### config.mk
export PLATFORM = sky130hd
export DESIGN_NAME = vec_alu_vv_pipe_flat
export DESIGN_NICKNAME = d
export VERILOG_FILES = /design/src/rtl/vec_alu_vv_pipe_if.sv /design/src/rtl/vec_alu_vv_pipe.sv /design/src/flat_wrapper.sv
export SDC_FILE = /design/constraint.sdc
export NUM_CORES = 2
export LEC_CHECK = 0
export ABC_AREA = 1
export BUFFER_PORTS_ARGS = -buffer_cell sky130_fd_sc_hd__buf_2
export CAP_MARGIN = 20
export CELL_PAD_IN_SITES_DETAIL_PLACEMENT = 1
export CELL_PAD_IN_SITES_GLOBAL_PLACEMENT = 2
export CORE_MARGIN = 1
export CORE_UTILIZATION = 33
export DETAILED_ROUTE_END_ITERATION = 8
export GPL_ROUTABILITY_DRIVEN = 0
export PLACE_DENSITY_LB_ADDON = 0.1
export SYNTH_ARGS = -nofsm -noshare
export SYNTH_HDL_FRONTEND = slang
export SYNTH_SLANG_ARGS = --single-unit
export TNS_END_PERCENT = 1
### constraint.sdc
create_clock -name clk -period 11.89 [get_ports clk]
set_input_delay 0.5945 -clock clk [delete_from_list [all_inputs] [get_ports clk]]
set_output_delay 0.5945 -clock clk [all_outputs]
set_load 0.02 [all_outputs]
### src/rtl/vec_alu_vv_pipe_if.sv
// vec_alu_vv_pipe_if: operand/result valid-ready bundle for vec_alu_vv_pipe.
// VEC_ALU_OVF_FLAGS_EN adds the per-lane ovf flag vector.
interface vec_alu_vv_pipe_if #(
    parameter int LANES  = 24,
    parameter int LANE_W = 8,
    parameter int VEC_W  = LANES * LANE_W
);
    logic             in_valid;
    logic             in_ready;
    logic [VEC_W-1:0] op1;
    logic [VEC_W-1:0] op2;
    logic [2:0]       funct;
    logic [LANES-1:0] mask;
    logic             out_valid;
    logic             out_ready;
    logic [VEC_W-1:0] result;
`ifdef VEC_ALU_OVF_FLAGS_EN
    logic [LANES-1:0] ovf;
    modport master (output in_valid, op1, op2, funct, mask, out_ready,
                    input in_ready, out_valid, result, ovf);
    modport slave (input in_valid, op1, op2, funct, mask, out_ready,
                   output in_ready, out_valid, result, ovf);
`else
    modport master (output in_valid, op1, op2, funct, mask, out_ready,
                    input in_ready, out_valid, result);
    modport slave (input in_valid, op1, op2, funct, mask, out_ready,
                   output in_ready, out_valid, result);
`endif
endinterface

### src/rtl/vec_alu_vv_pipe.sv
// vec_alu_vv_pipe: 2-stage valid/ready vector ALU, LANES x LANE_W lanes, eight element-wise ops.
// Define VEC_ALU_OVF_FLAGS_EN to add registered per-lane overflow/saturation flags.
module vec_alu_vv_pipe #(
    parameter int LANES  = 24,
    parameter int LANE_W = 8,
    parameter int VEC_W  = LANES * LANE_W
) (
    input logic              clk,
    input logic              rst_n,
    vec_alu_vv_pipe_if.slave bus
);
    logic             s1_valid_q, s1_valid_d, s2_valid_q, s2_valid_d;
    logic [VEC_W-1:0] op1_q, op1_d, op2_q, op2_d, result_q, result_d, lane_res;
    logic [2:0]       funct_q, funct_d;
    logic [LANES-1:0] mask_q, mask_d;
    logic             s2_adv, s2_load, in_fire;

    always_comb begin
        s2_adv     = !s2_valid_q || bus.out_ready;
        s2_load    = s1_valid_q && s2_adv;
        in_fire    = bus.in_valid && (!s1_valid_q || s2_adv);
        s1_valid_d = in_fire || (s1_valid_q && !s2_load);
        s2_valid_d = s2_load || (s2_valid_q && !bus.out_ready);
        op1_d      = in_fire ? bus.op1 : op1_q;
        op2_d      = in_fire ? bus.op2 : op2_q;
        funct_d    = in_fire ? bus.funct : funct_q;
        mask_d     = in_fire ? bus.mask : mask_q;
        result_d   = s2_load ? lane_res : result_q;
    end

    assign bus.in_ready  = !s1_valid_q || s2_adv;
    assign bus.out_valid = s2_valid_q;
    assign bus.result    = result_q;

    always_ff @(posedge clk) begin
        if (!rst_n) begin
            s1_valid_q <= 1'b0;
            s2_valid_q <= 1'b0;
            result_q   <= '0;
        end else begin
            s1_valid_q <= s1_valid_d;
            s2_valid_q <= s2_valid_d;
            result_q   <= result_d;
        end
    end

    always_ff @(posedge clk) begin
        op1_q   <= op1_d;
        op2_q   <= op2_d;
        funct_q <= funct_d;
        mask_q  <= mask_d;
    end

`ifdef VEC_ALU_OVF_FLAGS_EN
    logic [LANES-1:0] lane_ovf, ovf_q, ovf_d;
`endif

    // Each lane computes in LANE_W+1 bits so carries/borrows never reach a neighbour.
    for (genvar i = 0; i < LANES; i++) begin : g_lane
        logic [LANE_W-1:0] a, b, sat, r;
        logic [LANE_W:0]   sum, diff;
        logic              sov_add, sov_sub;
        always_comb begin
            a       = op1_q[i*LANE_W +: LANE_W];
            b       = op2_q[i*LANE_W +: LANE_W];
            sum     = {1'b0, a} + {1'b0, b};
            diff    = {1'b0, a} - {1'b0, b};
            sov_add = (a[LANE_W-1] == b[LANE_W-1]) && (sum[LANE_W-1] != a[LANE_W-1]);
            sov_sub = (a[LANE_W-1] != b[LANE_W-1]) && (diff[LANE_W-1] != a[LANE_W-1]);
            sat     = a[LANE_W-1] ? {1'b1, {(LANE_W-1){1'b0}}} : {1'b0, {(LANE_W-1){1'b1}}};
            r       = funct_q == 3'd0 ? sum[LANE_W-1:0] :
                      funct_q == 3'd1 ? diff[LANE_W-1:0] :
                      funct_q == 3'd2 ? (sum[LANE_W] ? {LANE_W{1'b1}} : sum[LANE_W-1:0]) :
                      funct_q == 3'd3 ? (diff[LANE_W] ? {LANE_W{1'b0}} : diff[LANE_W-1:0]) :
                      funct_q == 3'd4 ? (sov_add ? sat : sum[LANE_W-1:0]) :
                      funct_q == 3'd5 ? (sov_sub ? sat : diff[LANE_W-1:0]) :
                      funct_q == 3'd6 ? ((a < b) ? a : b) :
                                        ((a < b) ? b : a);
        end
        assign lane_res[i*LANE_W +: LANE_W] = mask_q[i] ? r : a;
`ifdef VEC_ALU_OVF_FLAGS_EN
        assign lane_ovf[i] = mask_q[i] && !(funct_q[2] && funct_q[1]) &&
                             (funct_q[2] ? (funct_q[0] ? sov_sub : sov_add)
                                         : (funct_q[0] ? diff[LANE_W] : sum[LANE_W]));
`endif
    end

`ifdef VEC_ALU_OVF_FLAGS_EN
    always_comb ovf_d = s2_load ? lane_ovf : ovf_q;

    always_ff @(posedge clk) begin
        if (!rst_n) ovf_q <= '0;
        else ovf_q <= ovf_d;
    end

    assign bus.ovf = ovf_q;
`endif
endmodule

### src/flat_wrapper.sv
// flat-port wrapper written by rule: the top's interface ports become plain ports
module vec_alu_vv_pipe_flat 
#(
    parameter int LANES  = 24,
    parameter int LANE_W = 8,
    parameter int VEC_W  = LANES * LANE_W
)
  (clk, rst_n, bus_in_valid, bus_op1, bus_op2, bus_funct, bus_mask, bus_out_ready, bus_in_ready, bus_out_valid, bus_result);
  vec_alu_vv_pipe_if #(.LANES(LANES), .LANE_W(LANE_W), .VEC_W(VEC_W)) bus_i ();
  input logic clk;
  input logic rst_n;
  input wire logic [$bits(bus_i.in_valid)-1:0] bus_in_valid;
  input wire logic [$bits(bus_i.op1)-1:0] bus_op1;
  input wire logic [$bits(bus_i.op2)-1:0] bus_op2;
  input wire logic [$bits(bus_i.funct)-1:0] bus_funct;
  input wire logic [$bits(bus_i.mask)-1:0] bus_mask;
  input wire logic [$bits(bus_i.out_ready)-1:0] bus_out_ready;
  output wire logic [$bits(bus_i.in_ready)-1:0] bus_in_ready;
  output wire logic [$bits(bus_i.out_valid)-1:0] bus_out_valid;
  output wire logic [$bits(bus_i.result)-1:0] bus_result;
  assign bus_i.in_valid = bus_in_valid;
  assign bus_i.op1 = bus_op1;
  assign bus_i.op2 = bus_op2;
  assign bus_i.funct = bus_funct;
  assign bus_i.mask = bus_mask;
  assign bus_i.out_ready = bus_out_ready;
  assign bus_in_ready = bus_i.in_ready;
  assign bus_out_valid = bus_i.out_valid;
  assign bus_result = bus_i.result;
  vec_alu_vv_pipe #(.LANES(LANES), .LANE_W(LANE_W), .VEC_W(VEC_W)) u_core (.clk(clk), .rst_n(rst_n), .bus(bus_i));
endmodule
==> results.sh <==
export IMPL_outcome="complete, no violations"
export IMPL_syn2layout_area_growth_pct=18.0
export IMPL_hold_class="input port to flip-flop"
export IMPL_synth_edf_count=411
export IMPL_ys_warn_count=0
export IMPL_synth_ff_type="edfxtp_1"
export IMPL_wl_mm=252
export IMPL_end_kind="flip-flop"
export IMPL_fin_crit_ps=4040
export IMPL_critPathMaxFanout=85
export IMPL_post_cts_buffers=0
export IMPL_final_common_cell="nand2_1"
export IMPL_synth_top_cell_area_share=0.221
export IMPL_irDropWorstVdd_mv=0.112
export IMPL_drt_pass1_iterations=6
export IMPL_cts_sinks=605
export IMPL_vias=60159
export IMPL_arrival_ps=4680
export IMPL_cap_violations=0
export IMPL_finalHoldViolCount=0
export IMPL_reg2regPathDepth=10
export IMPL_synthArstFlopShare=0
export IMPL_antenna_found_initial=16
export IMPL_slew_headroom=0.232
export IMPL_drcViolationCount=0
export IMPL_drive_above_1_share=0.0922
export IMPL_synth_seq_cells=605
export IMPL_num_rows=150
export IMPL_grt_max_degree=167
export IMPL_grt_pass1_vias=60904
export IMPL_p_leak_uw=0.0338
export IMPL_synth_area_top_cells="edfxtp_1 22%, nand2_1 19%, a21oi_1 8.7%"
export IMPL_worstSkewPairLatency_ps=740
export IMPL_worstHoldPathCells=1
export IMPL_syn_nets=9420
export IMPL_numCtsBuffers=79
export IMPL_cts_root_buf="clkbuf_16"
export IMPL_dieArea_um2=171000
export IMPL_placement_io_buffers=608
export IMPL_cts_hold_buf=263
export IMPL_cts_tree="built"
export IMPL_synth_cell_types=34
export IMPL_holdCritStartpoint="bus_op1[63]"
export IMPL_reg2reg_from="u_core.funct_q[2]"
export IMPL_worstSetupPathType="flip-flop to flip-flop"
export IMPL_cts_htree_levels=3
export IMPL_synthCells=8549
export IMPL_max_clock_path_buffers=3
export IMPL_dr_first_iter_drc_count=3938
export IMPL_ys_seq_area_frac=0.290
export IMPL_fin_crit_sh=0.340
export IMPL_vias_per_cell=5.27
export IMPL_path_clk_slew_ps=60
export IMPL_grt_ovfl_total=0
export IMPL_die_w_um=414
export IMPL_crit_required_ps=12530
export IMPL_power_density_nw_per_um2=121
export IMPL_cts_repair_resized=0
export IMPL_drv_slew=0
export IMPL_synth_area_um2=56000
export IMPL_die_h_um=414
export IMPL_coreArea_um2=168000
export IMPL_mostFrequentLayoutCells="2801 x nand2_1, 1085 x inv_1, 972 x a21oi_1"
export IMPL_grt_use_total=0.285
export IMPL_final_util=0.394
export IMPL_avgSynthCellArea_um2=6.55
export IMPL_fmax_ghz=0.247
export IMPL_drtAntennaViolNets=0
export IMPL_rsz0062_at_grt="no"
export IMPL_finalSetupTns_ps=0
export IMPL_p_total_uw=7980
export IMPL_final_nets=10009
export IMPL_r2r_setup_slack_ps=7850
export IMPL_setup_violations_final=0
export IMPL_worst_slew_pin_slew_ps=1150
export IMPL_dp_final_hpwl_mm=172
export IMPL_synth_largest_area_cell="edfxtp_1"
export IMPL_io_pins=609
export IMPL_initial_core_util=0.334
export IMPL_grt_pass1_wl_mm=375
export IMPL_hold_end="u_core.op1_q[63]"
export IMPL_timing_hold_ws_ps=51.5
export IMPL_timing_rr_end="u_core.bus.result[109]"
export IMPL_wire_per_inst_um=22.0
export IMPL_startpoint_type="flip-flop"
export IMPL_fin_skew_ps=34.1
## worst max-delay path: stages, from the launching register on
cell and delay (ps):
edfxtp_1 560, nor3_4 280, buf_4 850, buf_4 810
buf_4 680, a31oi_1 180, nand2_1 110, nand2_1 50
nand2_1 110, nand2_1 60, a21oi_1 130
## routing by layer
metal,track usage,vias to the layer above,part of all wire
met5,0,-,0.000036
met4,0.112,2,0.039
met3,0.0276,384,0.043
met2,0.479,1512,0.47
met1,0.375,29164,0.45
li1,-,29097,-
## how the worst max path moves through the flow
stage	endpoint	cells past startpoint	from	slack, ps
3_3_place_gp	u_core.bus.result[184]	11	u_core.funct_q[2]	7820
4_1_cts	u_core.bus.result[109]	10	u_core.funct_q[2]	7920
2_1_floorplan	u_core.funct_q[0]	4	bus_out_ready	2260
6_report	u_core.bus.result[109]	10	u_core.funct_q[2]	7850
3_5_place_dp	u_core.op1_q[102]	8	bus_out_ready	7950
5_1_grt	u_core.bus.result[119]	11	u_core.funct_q[2]	7670
## state kept, by name, summed over array words and instances, names as in the netlist
signal	count
u_core.op1_q	192
u_core.op2_q	192
u_core.s1_valid_q	1
u_core.funct_q	3
u_core.bus.out_valid	1
u_core.mask_q	24
u_core.bus.result	192
## power breakdown
part           internal, uW  leakage, uW  switching [uW]
sequential             2400      0.00561             149
combinational           898       0.0269            1970
clock                  1490      0.00129            1070
total                  4790       0.0338            3190
## cell families (layout without fill, tap and decap cells)
logic type / count (synthesis) / count (layout) / share of synthesized area
DFF: 605 / 605 / 0.290
and+or+nand+nor: 3946 / 3946 / 0.285
AOI/OAI and AO/OA: 1755 / 1755 / 0.172
buffers and inverters: 1549 / 2204 / 0.104
adders and majority gates: 456 / 456 / 0.112
other: 0 / 7 / 0
xor gates and xnor gates: 238 / 238 / 0.0372
## metrics by stage
stage / instance area [um^2] / worst slack, ps / instances
floorplan: 56000 / 2260 / 8549
global route: 66100 / 7670 / 11412
global placement: 60700 / 7820 / 10998
CTS: 66000 / 7920 / 11408
finish: 66100 / 7850 / 11415
detailed placement: 60700 / 7950 / 10998
## cell usage after synthesis (2+ instances only)
cell type  count
buf_2         11
xor2_1       238
inv_1       1089
dfxtp_1      194
a21oi_1      972
inv_2         31
nand2_2       21
nor2_1       335
nand2_1     2803
a221oi_1      47
edfxtp_1     411
or2_0          4
or2_2          2
nand3_1      678
nor3_1        27
o31ai_1       92
a31oi_1      182
clkinv_1      24
fa_1          72
o21ai_0      335
nor3_2         2
o21ai_1       50
o211ai_1       3
clkbuf_1     378
ha_1         384
buf_1         16
a21o_1        23
nand4_1       71
o21bai_1      49
## area by class of cell
type / instances / area [um^2]
clock inverters: 48 / 554
diodes: 7 / 17.5
inverters: 1144 / 4350
clock buffers: 99 / 2160
repair buffers: 913 / 6030
flip-flops and latches: 605 / 16200
well taps: 2204 / 2760
multi-input cells: 6395 / 34000
fillers: 21665 / 102000
Power figures use the tool's default switching activity.
